File: src/rtl/sram_arb_pkg.sv
// Shared types and constants for the SRAM port arbiter and its init sequencer.
//   init_state_t : init engine state encoding (IDLE, FILL, DONE)
//   WEN_ALL      : all four byte lanes written
//   WAIT_W       : width of the secondary starvation counter
package sram_arb_pkg;

    typedef enum logic [1:0] {
        IDLE = 2'd0,
        FILL = 2'd1,
        DONE = 2'd2
    } init_state_t;

    localparam logic [3:0] WEN_ALL = 4'hF;
    localparam int         WAIT_W  = 8;

endpackage

File: src/rtl/sram_init_seq.sv
// Init sequencer: writes every SRAM word once, either straight out of reset
// or on an init_start pulse. The bridge always wins a cycle, so the address
// only advances on cycles where the init write is actually issued.
//
// state | meaning
// ------+-------------------------------------------------------------
// IDLE  | no fill requested yet (INIT_EN=0 out of reset)
// FILL  | writing INIT_VALUE at init_addr whenever the bridge is idle
// DONE  | last word written; waiting for another init_start
//
// Ports:
//   HCLK, HRESETn : clock, async active-low reset
//   b_cs          : bridge owns the SRAM this cycle
//   init_start    : single-cycle request for a new fill (ignored in FILL)
//   init_busy     : fill in progress
//   init_addr     : word address of the pending init write
//   init_we       : init write issued this cycle
module sram_init_seq
    import sram_arb_pkg::*;
#(
    parameter int WA      = 14,
    parameter bit INIT_EN = 1'b1
) (
    input  logic          HCLK,
    input  logic          HRESETn,
    input  logic          b_cs,
    input  logic          init_start,
    output logic          init_busy,
    output logic [WA-1:0] init_addr,
    output logic          init_we
);

    init_state_t state;

    always_ff @(posedge HCLK or negedge HRESETn) begin
        if (!HRESETn) begin
            if (INIT_EN) state <= FILL;
            else         state <= IDLE;
            init_addr <= '0;
        end else begin
            case (state)
                IDLE, DONE: begin
                    if (init_start) begin
                        state     <= FILL;
                        init_addr <= '0;
                    end
                end
                FILL: begin
                    if (!b_cs) begin
                        if (init_addr == {WA{1'b1}}) state <= DONE;
                        else                         init_addr <= init_addr + 1'b1;
                    end
                end
                default: state <= IDLE;
            endcase
        end
    end

    // Gated by reset so no write reaches the macro while reset is held,
    // even though FILL is the reset state when INIT_EN=1.
    assign init_busy = HRESETn & (state == FILL);
    assign init_we   = init_busy & ~b_cs;

endmodule

File: src/rtl/sram_port_arbiter.sv
// Shares a single-port 32-bit SRAM between the AHB bridge (highest priority,
// never back-pressured), the init engine, and one secondary requester.
// stall_req asks the integrator to hold the bridge's HREADY low so that a
// starved secondary or an init run gets SRAM cycles.
//
// Ports:
//   HCLK, HRESETn                        : clock, async active-low reset
//   b_cs/b_addr/b_wen/b_wdata, b_rdata   : bridge SRAM-side access
//   s_req/s_addr/s_wen/s_wdata           : secondary request (held until s_gnt)
//   s_gnt, s_rvalid, s_rdata             : secondary grant and read return
//   init_start, init_busy                : init run control/status
//   stall_req                            : hold-off request for the bridge
//   SRAMCS/SRAMADDR/SRAMWEN/SRAMWDATA    : SRAM macro controls
//   SRAMRDATA                            : SRAM macro read data (1-cycle latency)
module sram_port_arbiter
    import sram_arb_pkg::*;
#(
    parameter int          AW         = 16,
    parameter int          MAX_WAIT   = 8,
    parameter bit          INIT_EN    = 1'b1,
    parameter logic [31:0] INIT_VALUE = 32'h0
) (
    input  logic          HCLK,
    input  logic          HRESETn,
    input  logic          b_cs,
    input  logic [AW-3:0] b_addr,
    input  logic [3:0]    b_wen,
    input  logic [31:0]   b_wdata,
    output logic [31:0]   b_rdata,
    input  logic          s_req,
    input  logic [AW-3:0] s_addr,
    input  logic [3:0]    s_wen,
    input  logic [31:0]   s_wdata,
    output logic          s_gnt,
    output logic          s_rvalid,
    output logic [31:0]   s_rdata,
    input  logic          init_start,
    output logic          init_busy,
    output logic          stall_req,
    output logic          SRAMCS,
    output logic [AW-3:0] SRAMADDR,
    output logic [3:0]    SRAMWEN,
    output logic [31:0]   SRAMWDATA,
    input  logic [31:0]   SRAMRDATA
);

    logic [AW-3:0]     init_addr;
    logic              init_we;
    logic [WAIT_W-1:0] wait_cnt;
    logic [WAIT_W-1:0] wait_cnt_d;
    logic              stall_d;

    sram_init_seq #(
        .WA      (AW-2),
        .INIT_EN (INIT_EN)
    ) u_init_seq (
        .HCLK       (HCLK),
        .HRESETn    (HRESETn),
        .b_cs       (b_cs),
        .init_start (init_start),
        .init_busy  (init_busy),
        .init_addr  (init_addr),
        .init_we    (init_we)
    );

    assign s_gnt = s_req & ~b_cs & ~init_busy;

    always_comb begin
        SRAMCS    = 1'b0;
        SRAMADDR  = '0;
        SRAMWEN   = 4'h0;
        SRAMWDATA = 32'h0;
        if (b_cs) begin
            SRAMCS    = 1'b1;
            SRAMADDR  = b_addr;
            SRAMWEN   = b_wen;
            SRAMWDATA = b_wdata;
        end else if (init_we) begin
            SRAMCS    = 1'b1;
            SRAMADDR  = init_addr;
            SRAMWEN   = WEN_ALL;
            SRAMWDATA = INIT_VALUE;
        end else if (s_gnt) begin
            SRAMCS    = 1'b1;
            SRAMADDR  = s_addr;
            SRAMWEN   = s_wen;
            SRAMWDATA = s_wdata;
        end
    end

    assign b_rdata = SRAMRDATA;
    assign s_rdata = SRAMRDATA;

    // Denied cycles during an init run are not counted: the init run already
    // holds stall_req, and the secondary gets the first free cycle after it.
    always_comb begin
        wait_cnt_d = wait_cnt;
        if (s_gnt || !s_req)
            wait_cnt_d = '0;
        else if (!init_busy && wait_cnt != WAIT_W'(MAX_WAIT))
            wait_cnt_d = wait_cnt + 1'b1;
    end

    // Raised in the cycle after the MAX_WAIT-th denial; drops the cycle after
    // the grant (counter clears) or after the last init write.
    assign stall_d = init_busy | (wait_cnt_d == WAIT_W'(MAX_WAIT));

    always_ff @(posedge HCLK or negedge HRESETn) begin
        if (!HRESETn) begin
            wait_cnt  <= '0;
            stall_req <= 1'b0;
            s_rvalid  <= 1'b0;
        end else begin
            wait_cnt  <= wait_cnt_d;
            stall_req <= stall_d;
            s_rvalid  <= s_gnt & (s_wen == 4'h0);
        end
    end

endmodule

File: config.mk
export PLATFORM = sky130hd
export DESIGN_NAME = sram_port_arbiter
export DESIGN_NICKNAME = d
export VERILOG_FILES = /design/src/rtl/sram_arb_pkg.sv /design/src/rtl/sram_init_seq.sv /design/src/rtl/sram_port_arbiter.sv
export SDC_FILE = /design/constraint.sdc
export NUM_CORES = 1
export LEC_CHECK = 0
export ABC_AREA = 0
export BUFFER_PORTS_ARGS = -buffer_cell sky130_fd_sc_hd__buf_2
export CAP_MARGIN = 20
export CORE_AREA = 2 2 99 101
export DETAILED_ROUTE_END_ITERATION = 6
export DIE_AREA = 0 0 101 103
export MAX_ROUTING_LAYER = met4
export PLACE_DENSITY = 0.66
export SYNTH_ARGS = -nofsm -noshare
export SYNTH_HDL_FRONTEND = slang
export SYNTH_SLANG_ARGS = --single-unit
export TNS_END_PERCENT = 1
File: constraint.sdc
create_clock -name HCLK -period 2.4 [get_ports HCLK]
set_clock_uncertainty 0.2 [all_clocks]
set_input_delay 0.48 -clock HCLK [delete_from_list [all_inputs] [get_ports HCLK]]
set_output_delay 0.48 -clock HCLK [all_outputs]
set_load 0.02 [all_outputs]
Yosys cells after proc, flatten, opt, wreduce, memory -nomap -nowiden:

Index checks and enable logic that the tools add are counted.
W data, S select, Z words.

* bitwise operators: 8
* reduce and logical (&&, ||, !) cells: 10
* equal/unequal tests: 9
* add/sub/neg operators: 2
* mux-type cells: 22

Operators by type and width (count)
* $mux W32: 3
* $mux W14: 6
* $pmux W14 S2: 1
* $mux W8: 2
* $add A14 B1 Y14 const B: 1
* $eq A14 B14 Y1 const B: 1
* $mux W4: 3
* $add A8 B1 Y8 const B: 1
* $eq A8 B4 Y1 const B: 1
* $ne A8 B4 Y1 const B: 1
* $mux W2: 3
* $ne A2 B2 Y1 const B: 3
* $and A1 B1 Y1: 5
* $logic_not A4 Y1: 1
* $pmux W2 S2: 1
* $reduce_and A4 Y1: 1
* $mux W1: 3
* $reduce_and A3 Y1: 1
* $eq A2 B1 Y1 const B: 1
* $eq A2 B2 Y1 const B: 1
* $logic_not A1 Y1: 2
* $logic_not A2 Y1: 1
* $ne A2 B1 Y1 const B: 1
* $not A1 Y1: 2
* 5 further kinds: 5

* flip-flop bits (word level): 26
* logic and storage cells: 56
* input port bits: 137

Logic depth before layout (Yosys ltp):

Gate-level depths: netlist of the first run.

* depth after elaboration: 8
* gate-level depth with buffers: 7

Modules after synthesis:

Synthesis of the first run repeated with hierarchy kept, for this count alone.

* cell total of the unflattened synthesis: 334
* area, all modules: 2766.4 µm²

By module, submodules not included
* sram_port_arbiter: cells an instance 226, instances 1, area an instance 1762.9 µm²
* sram_init_seq: cells an instance 108, instances 1, area an instance 1003.5 µm²

Worst setup path after synthesis of the first run:

No wires, ideal clock.

* kind: input -> output
* start point: input HRESETn
* end point: output SRAMWDATA[23]
* slack: -0.103 ns
* data arrival time: 1.823 ns
* stages: 5
* required time: 1.720 ns
* cells stage by stage: nand3b_1 -> clkinv_1 -> nor3b_2 -> clkbuf_1 -> a22o_1

* longest elaborated chain between the ends: 6

Ends and longest elaborated chain
* start, declared: RTL line sram_port_arbiter.sv:24 `input logic HRESETn,`
* $and A1 B1 Y1: RTL line sram_init_seq.sv:61 `assign init_busy = HRESETn & (state == FILL);`
* $not A1 Y1: RTL line sram_port_arbiter.sv:66 `assign s_gnt = s_req & ~b_cs & ~init_busy;`
* $and A1 B1 Y1: RTL line sram_port_arbiter.sv:66
* net s_gnt: RTL line sram_port_arbiter.sv:34 `output logic s_gnt,`
* $mux W32: RTL line sram_port_arbiter.sv:83 `end else if (s_gnt) begin`
* $mux W32: RTL line sram_port_arbiter.sv:78 `end else if (init_we) begin`
* $mux W32: RTL line sram_port_arbiter.sv:73 `if (b_cs) begin`
* end, declared: RTL line sram_port_arbiter.sv:43 `output logic [31:0] SRAMWDATA,`

The timed path passes the listed nets, and every way through them passes these cells.

Worst setup path in the final report of the first run:

* start point: register u_init_seq.state[0]
* end point: output SRAMWDATA[26]

* longest elaborated chain between the ends: 7

Ends and longest elaborated chain
* start, declared: RTL line sram_init_seq.sv:33 `init_state_t state;`
* start signal, assigned: RTL line sram_init_seq.sv:37 `if (INIT_EN) state <= FILL;`
* start signal, assigned: RTL line sram_init_seq.sv:38 `else state <= IDLE;`
* start signal, assigned: RTL line sram_init_seq.sv:44 `state <= FILL;`
* $eq A2 B1 Y1 (*): RTL line sram_init_seq.sv:61
* $and A1 B1 Y1 (*): RTL line sram_init_seq.sv:61
* $not A1 Y1: RTL line sram_port_arbiter.sv:66
* $and A1 B1 Y1: RTL line sram_port_arbiter.sv:66
* $mux W32: RTL line sram_port_arbiter.sv:83
* $mux W32 (*): RTL line sram_port_arbiter.sv:78
* $mux W32 (*): RTL line sram_port_arbiter.sv:73

Mark *: on every way between the ends. The rest lies on a longest branch, timed or not.

==> results of run 1 <==
## flip-flops by register name, indices dropped and copies added (netlist names)
name	cells
wait_cnt	8
s_rvalid	1
stall_req	1
u_init_seq.init_addr	14
u_init_seq.state	2
## critical path, delay by kind of cell (launching register included)
kind            cells  cell delay [ns]
compound gates      1             0.18
simple gates        2             0.18
flops               1             0.57
buf+inv             4             0.57
## logic make-up (layout without fill, tap and decap cells)
kind of cell / count (synthesis) / in the layout
DFF: 26 / 26
muxes: 4 / 4
and+or+nand+nor: 108 / 108
adders and majority gates: 3 / 3
xor gates and xnor gates: 9 / 9
AOI/OAI and AO/OA: 107 / 107
buffers and inverters: 90 / 186
## where the power goes
part | switching (W) | internal (W) | total (W)
Combinational | 0.000365 | 0.000274 | 0.000638
Clock | 0.000151 | 0.000224 | 0.000374
Sequential | 0.0000924 | 0.000493 | 0.000586
Total | 0.000608 | 0.000991 | 0.00160
## repair_timing
action / 4_1_cts / 5_1_grt
cloned: 1 / 0
buffers inserted: 3 / 0
endpoints found under the setup margin: 47 / 51
pin swaps: 1 / 0
gates resized for setup: 6 / 9
## cells in the mapped netlist (3+ instances only)
cell type,n,share of area
sky130_fd_sc_hd__a21oi_1,26,0.049
sky130_fd_sc_hd__a22o_1,33,0.11
sky130_fd_sc_hd__a31oi_1,3,0.0071
sky130_fd_sc_hd__and3_1,19,0.045
sky130_fd_sc_hd__buf_4,64,0.18
sky130_fd_sc_hd__clkbuf_1,20,0.028
sky130_fd_sc_hd__dfrtp_1,25,0.24
sky130_fd_sc_hd__ha_1,3,0.014
sky130_fd_sc_hd__inv_1,4,0.0057
sky130_fd_sc_hd__mux2i_1,4,0.015
sky130_fd_sc_hd__nand2_1,33,0.047
sky130_fd_sc_hd__nand3_1,9,0.017
sky130_fd_sc_hd__nand4_1,9,0.021
sky130_fd_sc_hd__nor2_1,17,0.024
sky130_fd_sc_hd__nor3_1,7,0.013
sky130_fd_sc_hd__nor4_1,3,0.0071
sky130_fd_sc_hd__o21ai_0,37,0.070
sky130_fd_sc_hd__xnor2_1,6,0.020
sky130_fd_sc_hd__xor2_1,3,0.0099
## final cells by class
cell class	count	area, um^2	share of cell area
Multi-Input combinational cell	231	1420	0.432
Timing Repair Buffer	177	983	0.299
Sequential cell	26	652	0.198
Tap cell	114	143	0.0433
Clock buffer	3	41.3	0.0125
Clock inverter	1	30.0	0.00913
Inverter	5	18.8	0.00570
## worst max-delay path by stage
stage / startpoint / end / slack, ns / cells past startpoint
2_1_floorplan: u_init_seq.state[0] / SRAMADDR[10] / -0.07 / 5
3_3_place_gp: HRESETn / SRAMWDATA[17] / 0.14 / 7
3_5_place_dp: HRESETn / SRAMWDATA[4] / 0.13 / 7
4_1_cts: u_init_seq.state[1] / SRAMWDATA[30] / -0.07 / 7
5_1_grt: u_init_seq.state[0] / SRAMADDR[3] / -0.17 / 6
6_report: u_init_seq.state[0] / SRAMWDATA[26] / -0.07 / 7
## through the flow
step                      setup slack, ns  total power [W]
final                             -0.0669          0.00160
after global routing               -0.170          0.00169
after CTS                         -0.0720          0.00159
after detailed placement            0.128          0.00120
after global placement              0.139          0.00119
after floorplan                   -0.0745          0.00107
## routing by layer
layer,global-route usage,vias to the layer above,routed length [um]
met4,0.0728,0,275
li1,-,1372,-
met5,-,-,0
met3,0.0386,22,841
met2,0.268,150,4490
met1,0.194,1348,3770
==> metrics.md, run 1 <==
| Metric | Value |
|---|---|
| Outcome | finished with violations |
| Violated checks | negative setup slack |
| DRC viols | 0 |
| CTS buffer count | 3 |
| Synthesized area per cell | around 7.7 um^2 |
| Origin of the critical flop-to-flop path | u_init_seq.init_addr[1] |
| Detailed Route Iter0 Violations | between 150 and 200 |
| Mapped Cells | ~350 |
| Die width | slightly above 100 um |
| Clock root buffer | sky130_fd_sc_hd__clkbuf_8 |
| Number of core rows | 36 |
| Routed WL | 9370 um |
| Via count | approximately 2,900 |
| RSZ-0062 raised after global routing | yes |
| Wire length per cell | about 17 um |
| Area fraction in and, or, nand and nor cells after synthesis | 0.206 |
| Die area | 10,400 um^2 |
| Transition at the pin with the smallest max-transition slack | about 0.37 ns |
| Largest family of logic cells by synthesized area | compound AO/OA/AOI/OAI gates |
| First-pass detailed-route iteration total | 4 |
| Fraction of layout instances using a drive strength above 1 | 0.436 |
| Reg clk slew, reported paths | roughly 0.10 ns |
| Initial standard-cell utilization of the core | 0.281 |
| Adder-cell share of the synthesized area | 0.0141 |
| Share of async-settable or async-resettable flops after synthesis | 1.00 |
| Post-synth EDFFs | 0 |
| Critical Path Sink Type | primary output |
| Max-cap check violation count | 0 |
| Core occupancy in the finished layout | 0.348 |
| Number of synthesized register bits | 26 |
| Crit path DAT | approximately 1.8 ns |
| Post-CTS Hold Buffers | 0 |
| Endpoint of the worst-slack reg-to-reg timing path | u_init_seq.init_addr[5] |
| Leakage power figure | 1.69 nW |
| Peak supply drop | between 0.0002 and 0.00025 V |
| Largest fanout on the critical path | 17 |
| Weighted congestion at the end of routability-driven global placement | 0.944 |
| # fillers | 1,000 |
| Period utilisation layout | 1.03 |
| # diodes | 0 |
| Post-synthesis xor/xnor area fraction | 0.0297 |
| Final Max Slew Viols | 0 |
| Wire length of the first global-routing pass | 12,700 um |
| Relative slew slack | 0.749 |
| Worst hold slack | 0.00693 ns |
| Final hold violation count | 0 |
| CTS max path bufs | 2 |
| Vias in the first global route | 2,418 |
| Final instance area | between 3000 and 4000 um^2 |
| Total standard cell area after synthesis | around 2700 um^2 |
| Most frequent standard cell in the layout excluding fill and tap cells | sky130_fd_sc_hd__buf_2 |
| Commonest cells after routing, fill and taps aside | sky130_fd_sc_hd__buf_2 (157), sky130_fd_sc_hd__o21ai_0 (35), sky130_fd_sc_hd__nand2_1 (33), sky130_fd_sc_hd__a22o_1 (33), sky130_fd_sc_hd__dfrtp_1 (25) |
| Class of the most critical hold timing path | input port to async pin |
| Placed Area | 3130 um^2 |
| Core Footprint | 9460 um^2 |
| Die Height | about 100 um |
| Depth of the worst register-to-register path | 6 |
| Sequential share of the synthesized area | 0.246 |
| Path type of the worst setup path | flop to primary output |
| H-tree levels | 1 |
| Slowest cell on the critical path | sky130_fd_sc_hd__dfstp_2 |
| Via/cell ratio | approximately 5.2 |
| Worst skew pair latency | ~0.28 ns |
| Ordered cell list for the critical path | nand3b_1, inv_2, nor3b_4, buf_4, buf_16, a22o_1, buf_2 |
| Port Buf Inserts | 159 |
| Power density cells | roughly 490 nW/um^2 |
| DP HPWL | around 7300 um |
| TritonCTS clock tree | done |
| Ys Warns | 0 |
| Layout Area Growth over Synthesis | 23.9% |
| Clock tree sinks | 26 |
| Antenna violations before repair | 0 |
| Overflow left after global routing | 0 |
| Mux contribution to synthesized area | 0.0151 |
| Final min period | 2.47 ns |
| NumNets Final | 584 |
| GRT Util Overall | 0.164 |
| Count of final setup violators | between 40 and 50 |
| Largest net degree at the start of global routing | about 40 |
| Category of the worst setup path launch point | flop |
| Worst reg-to-reg setup slack | approximately 0.12 ns |
| Compound-cell area share of the yosys netlist | 0.261 |
| Number of cells after detailed placement | between 500 and 600 |
| Required arrival time at the worst endpoint | roughly 1.7 ns |
| Most instantiated flip-flop cell in the synthesis netlist | sky130_fd_sc_hd__dfrtp_1 |
| Final standard cell count with taps included and fillers excluded | 557 |
| Max stage delay on crit path | around 0.57 ns |
| Synthesized Nets | between 400 and 500 |
| Setup Total Neg Slack | -1.81 ns |
| Top achievable clock speed | approximately 0.41 GHz |
| Post-detailed-route count of antenna-violating nets | 0 |
| Unique cell type count in the Yosys netlist | slightly above 40 |
| I/O Pins | between 200 and 300 |
| PnR worst setup slack | -0.0669 ns |
(Power assumes the default switching activity.)
==> run 2, diff against run 1 <==
--- a/config.mk
+++ b/config.mk
@@ -13,6 +13,7 @@
 export DIE_AREA = 0 0 101 103
 export MAX_ROUTING_LAYER = met4
 export PLACE_DENSITY = 0.66
+export RECOVER_POWER = 25
 export SYNTH_ARGS = -nofsm -noshare
 export SYNTH_HDL_FRONTEND = slang
 export SYNTH_SLANG_ARGS = --single-unit
==> constraint.sdc (replaced) <==
create_clock -name HCLK -period 2.4 [get_ports HCLK]
set_clock_uncertainty 0.2 [all_clocks]
set_input_delay 0.48 -clock HCLK [delete_from_list [all_inputs] [get_ports HCLK]]
set_output_delay 0.48 -clock HCLK [all_outputs]
set_load 0.005 [all_outputs]
==> run 2 against run 1 <==
  * The run still ends with negative setup slack left
  * Critical path depth down 1
  * Non-clock buffer count rose by 2
  * Maximum frequency decreased by 0.14%
  * Combinational power shrank 12%
  * Die area stayed put
  * Routed wire length is 7.3% higher
  * Clock power about the same
  * Hold slack better by 0.32 ns
  * Critical endpoint is now SRAMADDR[1]
  * Largest cell class unchanged
==> metrics.md, run 2 (synthesis gave the netlist of run 1 again) <==
| Metric | Value |
|---|---|
| Category of the worst setup path launch point | flop |
| Required arrival time at the worst endpoint | 1.72 ns (about the same) |
| Leading registers by flop count | u_init_seq.init_addr x14, wait_cnt x8, u_init_seq.state x2 |
| Fraction of layout instances using a drive strength above 1 | 0.443 (+0.00703) |
| Largest register FFs | 14 (unchanged) |
| Transition at the pin with the smallest max-transition slack | 1.43 ns (+1.06 ns) |
| GRT Util Overall | 0.179 (+0.0149) |
| DP HPWL | 8140 um (+11%) |
| Commonest cells after routing, fill and taps aside | sky130_fd_sc_hd__buf_2 (159), sky130_fd_sc_hd__o21ai_0 (35), sky130_fd_sc_hd__nand2_1 (33), sky130_fd_sc_hd__a22o_1 (33), sky130_fd_sc_hd__dfrtp_1 (25) |
| Post-detailed-route count of antenna-violating nets | 0 (unchanged) |
| RSZ-0062 raised after global routing | yes |
| Count of buffering cells on the critical path with inverters included | 3 (-1) |
| Final standard cell count with taps included and fillers excluded | 561 (+0.72%) |
| Worst reg-to-reg setup slack | 0.16 ns (+0.04 ns) |
| Depth of the worst register-to-register path | 6 (unchanged) |
| First-pass detailed-route iteration total | 4 (unchanged) |
| Routed WL | 10,100 um (+7.3%) |
| Power density cells | 455 nW/um^2 (-6.3%) |
| Final hold violation count | 0 (unchanged) |
| Die Height | 103 um (unchanged) |
| Via/cell ratio | 5.17 (-0.34%) |
| Initial standard-cell utilization of the core | 0.281 (unchanged) |
| Post-placement worst setup slack | 0.0131 ns (-0.115 ns) |
| Slowest cell on the critical path | sky130_fd_sc_hd__dfstp_2 |
| CTS max path bufs | 2 (unchanged) |
| Origin of the critical flop-to-flop path | u_init_seq.init_addr[1] |
| Leakage power figure | 1.69 nW (+0.34%) |
| DRC viols | 0 (unchanged) |
| Max-cap check violation count | 0 (unchanged) |
| Wire length of the first global-routing pass | 13,900 um (+9.4%) |
| Timing startpoint of the critical path | u_init_seq.state[0] |
| Count of final setup violators | 20 (-51%) |
| Path type of the worst setup path | flop to primary output |
| Number of cells after detailed placement | 550 (+0.18%) |
| Largest fanout on the critical path | 23 (+6) |
| Outcome | finished with violations |
| Ordered cell list for the critical path | nand3b_1, inv_2, buf_8, a21oi_1, o21ai_0, buf_2 |
| Port Buf Inserts | 159 (unchanged) |
| PnR worst setup slack | -0.0704 ns (-0.00351 ns) |
| Critical Path Sink Type | primary output |
| Overflow left after global routing | 0 (unchanged) |
| Core Footprint | 9460 um^2 (unchanged) |
| Largest net degree at the start of global routing | 41 (unchanged) |
| Peak supply drop | 0.000252 V (+8.8%) |
| I/O Pins | 256 (unchanged) |
| # fillers | 984 (-1.6%) |
| Top register by number of flip-flops | u_init_seq.init_addr |
| Via count | 2,903 (+0.38%) |
| Family with the most delay on the worst path | flip-flops |
| Antenna violations before repair | 3 (+3) |
| Final Max Slew Viols | 0 (unchanged) |
| Final min period | 2.47 ns (+0.00351 ns) |
| Most frequent standard cell in the layout excluding fill and tap cells | sky130_fd_sc_hd__buf_2 |
| Weighted congestion at the end of routability-driven global placement | 0.887 (-6.1%) |
| CTS buffer count | 3 (unchanged) |
| Crit path depth | 6 (-1) |
| Layout Area Growth over Synthesis | 25.2% |
| TritonCTS clock tree | done |
| NumNets Final | 586 (+0.34%) |
| Max stage delay on crit path | 0.57 ns (about the same) |
| Clock tree sinks | 26 (unchanged) |
| Detailed Route Iter0 Violations | 146 (-12%) |
| Class of the most critical hold timing path | input port to flop |
| Vias in the first global route | 2,584 (+6.9%) |
| H-tree levels | 1 (unchanged) |
| Wire length per cell | 17.9 um (+6.6%) |
| Post-CTS Hold Buffers | 0 (unchanged) |
| Die width | 101 um (unchanged) |
| Die area | 10,400 um^2 (unchanged) |
| Worst skew pair latency | 0.28 ns (about the same) |
| Capture point of the critical path | SRAMADDR[1] |
| Reg clk slew, reported paths | 0.10 ns (about the same) |
| Crit path DAT | 1.79 ns (about the same) |
| Violated checks | negative setup slack |
| Endpoint of the worst-slack reg-to-reg timing path | u_init_seq.init_addr[13] |
| Relative slew slack | 0.0438 (-0.705) |
| Top achievable clock speed | 0.405 GHz (-0.14%) |
| Clock root buffer | sky130_fd_sc_hd__clkbuf_8 |
| Period utilisation layout | 1.03 (+0.00146) |
| Number of core rows | 36 (unchanged) |
run 2: cell count changes in the layout (fill, tap and decap cells not counted), moves of 2 or more:
cell                      previous run  this run
sky130_fd_sc_hd__and3_1             18        16
sky130_fd_sc_hd__diode_2             0         2
sky130_fd_sc_hd__buf_2             157       159
sky130_fd_sc_hd__and3_4              1         3
run 2: stage by stage:
| step | power [W] | TNS [ns] | hold WS [ns] | util | cell area (um^2) |
|---|---|---|---|---|---|
| after CTS | 0.00150 | -2.22 | 0.0365 | 0.342 | 3240 |
| final | 0.00151 | -0.237 | 0.326 | 0.351 | 3320 |
| after floorplan | 0.000912 | 0 | -0.0156 | - | 2660 |
| after global routing | 0.00162 | -4.80 | 0.339 | 0.351 | 3320 |
| after global placement | 0.00111 | 0 | 0.314 | 0.333 | 3150 |
| after detailed placement | 0.00112 | 0 | 0.321 | 0.333 | 3150 |
run 2: worst min-delay path by stage:
stage / start / endpoint / depth (start not counted)
2_1_floorplan: HRESETn / s_rvalid / 0
3_3_place_gp: u_init_seq.init_addr[6] / u_init_seq.init_addr[6] / 1
3_5_place_dp: u_init_seq.init_addr[10] / u_init_seq.init_addr[10] / 1
4_1_cts: HRESETn / u_init_seq.init_addr[9] / 2
5_1_grt: s_wen[3] / s_rvalid / 3
6_report: s_wen[3] / s_rvalid / 3
run 2: where the power goes:
part	internal (W)	switching, W
sequential	0.000493	0.0000878
combinational	0.000278	0.000282
clock	0.000223	0.000149
run 2: layout make-up:
type                    instances  area (um^2)  area share
diodes                          2         5.00     0.00151
clock buffers                   3         41.3      0.0124
clock inverters                 1         30.0     0.00904
inverters                       5         18.8     0.00565
multi-input cells             231         1440       0.433
flip-flops and latches         26          652       0.196
well taps                     114          143      0.0429
repair buffers                179          996       0.300
run 2: per-layer routing:
metal | part of all wire | up-vias | track usage
met1 | 0.41 | 1380 | 0.223
met4 | 0.012 | 0 | 0.0447
met3 | 0.095 | 9 | 0.0576
met2 | 0.48 | 136 | 0.283
met5 | 0 | - | -
li1 | - | 1378 | -
run 2: repair_timing:
item | 4_1_cts | 5_1_grt
gates resized for setup | 1 | 13
cloned | 0 | 1
buffers inserted | 2 | 3
setup endpoints to repair | 47 | 57
pin swaps | 1 | 12
endpoints found under the hold margin | 0 | 0
run 2: worst min-delay path, stage by stage:
cell and delay, ns:
sky130_fd_sc_hd__buf_2 0.09, sky130_fd_sc_hd__nor4_1 0.04, sky130_fd_sc_hd__and2_1 0.15
